[src/rtl/fb_pixel_writer.sv]
// fb_pixel_writer: queues rasterizer pixels as frame-buffer writes and drains them over an
// Avalon-MM write master. A clear request fills the whole frame with one colour once every
// pixel queued ahead of it has been written.
//
// Ports:
//   clk_i, rst_ni               clock, asynchronous active-low reset
//   base_i                      frame buffer base byte address
//   pix_valid_i / pix_ready_o   pixel handshake
//   pix_x_i, pix_y_i            pixel column / row
//   pix_color_i                 pixel word {8'h0, B, G, R}
//   clear_start_i               single-cycle frame fill request
//   clear_color_i               fill word, sampled with clear_start_i
//   busy_o                      work pending or in flight
//   master_address_o            Avalon-MM write address (registered)
//   master_write_o              Avalon-MM write strobe (registered)
//   master_writedata_o          Avalon-MM write data (registered)
//   master_waitrequest_i        Avalon-MM slave stall
module fb_pixel_writer #(
  parameter int unsigned HRES  = 640,
  parameter int unsigned VRES  = 480,
  parameter int unsigned DEPTH = 8
) (
  input  logic        clk_i,
  input  logic        rst_ni,
  input  logic [25:0] base_i,
  input  logic        pix_valid_i,
  output logic        pix_ready_o,
  input  logic [9:0]  pix_x_i,
  input  logic [8:0]  pix_y_i,
  input  logic [31:0] pix_color_i,
  input  logic        clear_start_i,
  input  logic [31:0] clear_color_i,
  output logic        busy_o,
  output logic [25:0] master_address_o,
  output logic        master_write_o,
  output logic [31:0] master_writedata_o,
  input  logic        master_waitrequest_i
);

  localparam int unsigned AW    = (DEPTH > 1) ? $clog2(DEPTH) : 1;
  localparam int unsigned Total = HRES * VRES;
  localparam int unsigned CW    = $clog2(Total + 1);

  typedef enum logic [1:0] {StRun, StClearWait, StClear} state_e;

  state_e state_q, state_d;

  // FIFO entry: {address, data}. The write in flight stays at the head until it completes.
  logic [57:0] mem_q [DEPTH];
  logic [AW:0] wptr_q, wptr_d, rptr_q, rptr_d;
  logic [AW:0] rptr_nx, count;
  logic        empty, full, one_left;

  logic [25:0] addr_q, addr_d;
  logic [31:0] data_q, data_d;
  logic        mw_q, mw_d;

  logic [CW-1:0] fill_q, fill_d;
  logic [25:0]   cbase_q, cbase_d;
  logic [31:0]   ccolor_q, ccolor_d;

  logic        in_range, push, done;
  logic [25:0] lin, pix_addr, fill_off;

  assign rptr_nx  = rptr_q + {{AW{1'b0}}, 1'b1};
  assign count    = wptr_q - rptr_q;
  assign empty    = (wptr_q == rptr_q);
  assign full     = (wptr_q[AW] != rptr_q[AW]) && (wptr_q[AW-1:0] == rptr_q[AW-1:0]);
  assign one_left = (count == {{AW{1'b0}}, 1'b1});

  assign in_range = (32'(pix_x_i) < HRES) && (32'(pix_y_i) < VRES);
  assign lin      = 26'(pix_x_i) + 26'(HRES) * 26'(pix_y_i);
  assign pix_addr = base_i + {lin[22:0], 3'b000};
  assign fill_off = 26'({fill_q, 3'b000});

  assign pix_ready_o = (state_q == StRun) && !full;
  assign push        = pix_valid_i && pix_ready_o && in_range;
  assign done        = mw_q && !master_waitrequest_i;
  assign busy_o      = (state_q != StRun) || !empty || mw_q;

  assign master_address_o   = addr_q;
  assign master_write_o     = mw_q;
  assign master_writedata_o = data_q;

  always_comb begin
    state_d  = state_q;
    wptr_d   = wptr_q + {{AW{1'b0}}, push};
    rptr_d   = rptr_q;
    mw_d     = mw_q;
    addr_d   = addr_q;
    data_d   = data_q;
    fill_d   = fill_q;
    cbase_d  = cbase_q;
    ccolor_d = ccolor_q;

    unique case (state_q)
      StRun, StClearWait: begin
        if (done) begin
          rptr_d = rptr_nx;
          // Chain straight onto the next entry so a zero-wait slave sees one write per cycle.
          if (!one_left) begin
            {addr_d, data_d} = mem_q[rptr_nx[AW-1:0]];
            mw_d             = 1'b1;
          end else begin
            mw_d = 1'b0;
          end
        end else if (!mw_q && !empty) begin
          {addr_d, data_d} = mem_q[rptr_q[AW-1:0]];
          mw_d             = 1'b1;
        end

        if (state_q == StRun && clear_start_i) begin
          cbase_d  = base_i;
          ccolor_d = clear_color_i;
          state_d  = StClearWait;
        end

        if (state_q == StClearWait && empty && !mw_q) begin
          fill_d  = '0;
          state_d = StClear;
        end
      end

      StClear: begin
        if (!mw_q || done) begin
          if (fill_q != CW'(Total)) begin
            addr_d = cbase_q + fill_off;
            data_d = ccolor_q;
            mw_d   = 1'b1;
            fill_d = fill_q + {{(CW-1){1'b0}}, 1'b1};
          end else begin
            // Final fill write completed this cycle.
            mw_d    = 1'b0;
            fill_d  = '0;
            state_d = StRun;
          end
        end
      end

      default: state_d = StRun;
    endcase
  end

  always_ff @(posedge clk_i or negedge rst_ni) begin
    if (!rst_ni) begin
      state_q  <= StRun;
      wptr_q   <= '0;
      rptr_q   <= '0;
      mw_q     <= 1'b0;
      addr_q   <= '0;
      data_q   <= '0;
      fill_q   <= '0;
      cbase_q  <= '0;
      ccolor_q <= '0;
    end else begin
      state_q  <= state_d;
      wptr_q   <= wptr_d;
      rptr_q   <= rptr_d;
      mw_q     <= mw_d;
      addr_q   <= addr_d;
      data_q   <= data_d;
      fill_q   <= fill_d;
      cbase_q  <= cbase_d;
      ccolor_q <= ccolor_d;
    end
  end

  // Storage needs no reset; the pointers define which entries are live.
  always_ff @(posedge clk_i) begin
    if (push) begin
      mem_q[wptr_q[AW-1:0]] <= {pix_addr, pix_color_i};
    end
  end

endmodule

[config.mk]
export PLATFORM = sky130hd
export DESIGN_NAME = fb_pixel_writer
export DESIGN_NICKNAME = d
export VERILOG_FILES = /design/src/rtl/fb_pixel_writer.sv
export SDC_FILE = /design/constraint.sdc
export NUM_CORES = 1
export LEC_CHECK = 0
export BUFFER_PORTS_ARGS = -buffer_cell sky130_fd_sc_hd__buf_2
export CELL_PAD_IN_SITES_DETAIL_PLACEMENT = 0
export CELL_PAD_IN_SITES_GLOBAL_PLACEMENT = 1
export CORE_MARGIN = 2
export CORE_UTILIZATION = 45
export DETAILED_ROUTE_END_ITERATION = 7
export GPL_TIMING_DRIVEN = 0
export PLACE_DENSITY_LB_ADDON = 0.1
export SYNTH_ARGS = -nofsm -noshare
export SYNTH_HDL_FRONTEND = slang
export SYNTH_SLANG_ARGS = --single-unit
[constraint.sdc]
create_clock -name clk_i -period 8.56 [get_ports clk_i]
set_input_delay 1.712 -clock clk_i [delete_from_list [all_inputs] [get_ports clk_i]]
set_output_delay 1.712 -clock clk_i [all_outputs]
set_load 0.02 [all_outputs]
-- Word level (Yosys, flattened, before mapping)
Memory sizes are Yosys's and may differ from the RTL's.
Index checks and enable logic that the tools add are counted.
- bits in registers: 146
- latch bits: 0
- RAM bits: 464
- ROM bits: 0
- output and inout port bits: 61
- word-level logic and storage cells: 90
- memories: 1
- add/sub/neg operators: 7
- multipliers: 1
- divide/modulo/power cells: 0
- magnitude comparators: 2
- equality and inequality tests: 14
- shift operators: 0
- muxes and demuxes: 29
- bitwise gates (word level): 0
- reductions and logical operators: 27
- memory list (memory ; words ; bits a word ; rd ports ; clocked after Yosys merged registers in ; wr ports ; RTL line ; RTL):
    mem_q ; 8 ; 58 ; 2 ; 0 ; 1 ; 49 ; logic [57:0] mem_q [DEPTH];
- operator list (operator ; count):
    two-way mux 32 bit ; 5
    two-way mux 26 bit ; 5
    case mux 32 bit (2 select lines) ; 1
    two-way mux 19 bit ; 3
    case mux 26 bit (2 select lines) ; 1
    case mux 19 bit (2 select lines) ; 1
    adder 26 x 22 -> 26 bit ; 1
    adder 26 x 23 -> 26 bit ; 1
    adder 10 x 19 -> 20 bit ; 1
    adder 19 x 1 -> 19 bit, second input constant ; 1
    != test 19 bit, second input constant ; 1
    multiplier 3 x 9 -> 12 bit, first input constant ; 1
    logical AND 1 bit ; 10
    less-than comparator 10 bit, second input constant ; 1
    less-than comparator 9 bit, second input constant ; 1
    != test 3 bit, second input constant ; 3
    AND reduction 3 bit ; 3
    two-way mux 2 bit ; 4
    != test 2 bit, second input constant ; 4
    two-way mux 1 bit ; 7
    AND reduction 5 bit ; 1
    adder 4 x 1 -> 4 bit ; 1
    adder 4 x 1 -> 4 bit, second input constant ; 1
    equality test 4 x 1 -> 1 bit, second input constant ; 1
    14 further kinds ; 21

-- Longest topological paths before layout
- depth after elaboration: 8
- gate-level depth with buffers: 19
- depth with buffers taken out: 19

-- Worst setup path before layout
No wires, ideal clock.
- path kind: reg-to-reg
- start: reg rptr_q[2]
- end: mem mem_q[0][0] (enable)
- library setup time: 0.557 ns
- arrival: 6.906 ns
- setup slack: 1.097 ns
- stages on the path, launching flop included: 11
- buffers on the path: 3
- clock period less this slack: 7.463 ns
- cells stage by stage: dfrtp_1 -> buf_2 -> inv_1 -> clkbuf_1 -> buf_1 -> ha_1 -> and3_1 -> a21boi_0 -> and4_1 -> and2_1 -> nor3b_1
- cells in the longest elaborated chain, start to end: 8
- ends and longest elaborated chain (what ; RTL line ; RTL):
    from (decl) ; 50 ; logic [AW:0] wptr_q, wptr_d, rptr_q, rptr_d;
    from (signal assigned) ; 158 ; rptr_q <= rptr_d;
    equality test 3 bit ; 68 ; assign full = (wptr_q[AW] != rptr_q[AW]) && (wptr_q[AW-1:0] == rptr_q[AW-1:0]);
    logical AND 1 bit ; 68 ;
    zero test 1 bit ; 76 ; assign pix_ready_o = (state_q == StRun) && !full;
    logical AND 1 bit ; 76 ;
    net pix_ready_o ; 27 ; output logic pix_ready_o,
    logical AND 1 bit (2 in a row) ; 77 ; assign push = pix_valid_i && pix_ready_o && in_range;
    two-way mux 1 bit ; 170 ; if (push) begin
    two-way mux 1 bit (implied by the code) ; 171 ; mem_q[wptr_q[AW-1:0]] <= {pix_addr, pix_color_i};
    to (decl) ; 49 ;
The timed path passes the listed nets, and every way through them passes these cells.

-- Final worst setup path
- start: reg rptr_q[2]
- end: out pix_ready_o
- cells in the longest elaborated chain, start to end: 4
- ends and longest elaborated chain (what ; RTL line):
    equality test 3 bit ; 68
    logical AND 1 bit ; 68
    zero test 1 bit ; 76
    logical AND 1 bit ; 76
    to (decl) ; 27
No other way between the ends.

==> impl_metrics.toml <==
[synth]
async_flop_share = 0.239
syn-num-nets = 2279
netlist_area_um2 = 30400
syn_area_per_cell_um2 = 14.5
ys.flop_type = "edfxtp_1"
synth-edff-count = 464
ys_ff_latch = 610
yosysSeqAreaShare = 0.578
postSynthCellCount = 2095
synth.distinct_cells = 62
yosys_warnings = 0

[clocking]
cts_buffers = 69
tritoncts = "yes"
htree_levels = 3
clockRootBuffer = "clkbuf_16"
cts-resized-gates = 0
cts_buffer_depth = 3
cts.sink_count = 610
insertion_delay_ns = 0.61
cts_setup_buffers = 0
clk_pin_slew_ns = 0.06
hold_buffers = 0

[finish]
final_cell_mix = "edfxtp_1 (464), nand2_1 (282), mux4_2 (232)"
syn_to_final_growth_pct = 16.0
final_util = 0.526
fin_nets = 2564
layout-drive-gt1-share = 0.286
final_common_cell = "edfxtp_1"
fillers = 5688

[floorplanning]
die_w_um = 264
io_pins = 175
die_area_um2 = 69700
num_rows = 95
fp.dieH_um = 264
coreArea_um2 = 67000
initial_core_util = 0.454

[drt]
drt-vias-per-instance = 6.08
drtIter0Drc = 1805
vias = 20100
wl_um = 89600
ant_nets = 0
wl_per_cell_um = 27.0
firstDrtPassIters = 5
post-route-drc-count = 0

[place]
routabilityCongestion = 0.853
hpwl_um = 63700
io_buffers = 174

[global_route]
grt_pass1_vias = 20500
grt_util_all_layers = 0.260
gr-total-overflow = 0
grt_max_degree = 88
antenna_found_initial = 6
grt_pass1_wl_um = 134000

[worst_setup_path]
reg2reg_to = "mem_q[3][13]"
r2r_start = "rptr_q[2]"
worst_ep_required_time_ns = 6.85
cp_max_fo = 10
start_kind = "flip-flop"
worst-setup-path-type = "flip-flop to output pin"
r2r_slack_ns = 2.87
cp.arrival_ns = 4.18
r2r_cells = 13
endpoint_kind = "output pin"

[timing]
clock_skew_ns = 0.0201
worst_pin_slew_ns = 1.12
max_freq_mhz = 170
finalCriticalPeriod_ns = 5.90
fin_crit_sh = 0.689
setup_viol = 0
rsz0062_at_grt = "false"
slew_viol_final = 0
hold_viol = 0
relSlewSlack = 0.253

[pwr]
power_mw = 12.7
leakage_nw = 13.0
peakVddDrop_mv = 0.203
pwr_density_cell_nw_per_um2 = 359

[min_path]
worstHoldPathType = "flip-flop to flip-flop"
hold-path-endpoint = "wptr_q[3]"
whs_path_depth = 1
min_from = "wptr_q[3]"

[flow_run]
maxCapViolCount = 0

[status]
status = "finished, final reports clean"
[worst max-delay path: stages (launching register included)]
cell and delay [ns]:
dfrtp_1 0.38, buf_2 0.23, inv_1 0.12, clkbuf_1 0.83, buf_1 0.71, ha_1 0.40, and3_1 0.17, a21boi_0 0.46
buf_2 0.27
[cell type report]
class	count	area, um2	area share
antenna	6	15.0	0.000426
timing repair buffer	214	1450	0.0410
multi-input combinational	1329	12100	0.344
clock buffer	92	1950	0.0552
clock inverter	36	318	0.00901
sequential	610	17600	0.498
buffer	135	654	0.0185
tap	873	1090	0.0310
inverter	21	78.8	0.00223
[per-stage QoR]
step / std cells / hold slack [ns] / setup WS (ns) / area [um2] / setup TNS [ns]
global route: 3312 / 0.506 / 2.32 / 35300 / 0
global placement: 3142 / 0.481 / -6.00 / 32400 / -1417.79
CTS: 3310 / 0.499 / 2.59 / 35300 / 0
floorplan: 2095 / 0.465 / 1.10 / 30400 / 0
detailed placement: 3182 / 0.485 / 2.10 / 33000 / 0
finish: 3316 / 0.497 / 2.66 / 35300 / 0
[per-layer routing]
metal / part of all wire / global-route usage / up-vias
li1: - / - / 8771
met1: 0.41 / 0.355 / 10500
met2: 0.48 / 0.425 / 749
met3: 0.075 / 0.0478 / 125
met4: 0.026 / 0.0799 / 6
met5: 0.00041 / 0 / -
[worst max-delay path by stage]
| stage | from | to | slack, ns | cells past startpoint |
|---|---|---|---|---|
| after floorplan | rptr_q[2] | mem_q[0][0] | 1.10 | 10 |
| after global placement | rptr_q[2] | mem_q[0][16] | -6.00 | 10 |
| after detailed placement | pix_y_i[1] | mem_q[6][55] | 2.10 | 18 |
| after CTS | rptr_q[2] | pix_ready_o | 2.59 | 8 |
| after global routing | pix_y_i[1] | mem_q[7][55] | 2.32 | 18 |
| final | rptr_q[2] | pix_ready_o | 2.66 | 8 |
[flip-flops by register name, summed over array words and instances (netlist names)]
| register | count |
|---|---|
| mem_q | 464 |
| ccolor_q | 32 |
| master_writedata_o | 32 |
| cbase_q | 26 |
| master_address_o | 26 |
| fill_q | 19 |
| rptr_q | 4 |
| wptr_q | 4 |
| state_q | 2 |
| master_write_o | 1 |
[cells by family (layout without fill, tap and decap cells)]
| logic type | Yosys count | after routing | share of synthesized area |
|---|---|---|---|
| flops | 610 | 610 | 0.578 |
| simple gates | 555 | 555 | 0.0824 |
| compound gates | 343 | 343 | 0.0717 |
| mux | 292 | 292 | 0.194 |
| buf+inv | 156 | 498 | 0.0241 |
| fa+ha+maj | 70 | 70 | 0.0300 |
| xor+xnor | 68 | 68 | 0.0196 |
| other cells | 1 | 7 | 0.000123 |
[Yosys cell counts, drive strengths merged, types with 12 or more instances]
master	instances	share of area
clkbuf	60	0.0074
buf	75	0.014
mux2	58	0.021
nand2	284	0.035
o21a	14	0.0035
nand3	29	0.0048
a311oi	52	0.015
nor2b	12	0.0025
ha	65	0.027
xnor2	41	0.012
and3	66	0.014
a21o	26	0.0064
inv	21	0.0026
a21oi	145	0.024
edfxtp	464	0.46
mux4	232	0.17
dfrtp	146	0.12
nor2	106	0.013
xor2	27	0.0078
o21ai	55	0.0090
[power by group]
part           internal, mW  switching (mW)  leakage (nW)
Combinational          2.45            3.38          6.00
Clock                  1.73            1.22          1.10
Sequential             3.66           0.224          5.91
Note: power is estimated with default switching activity, not from simulation.
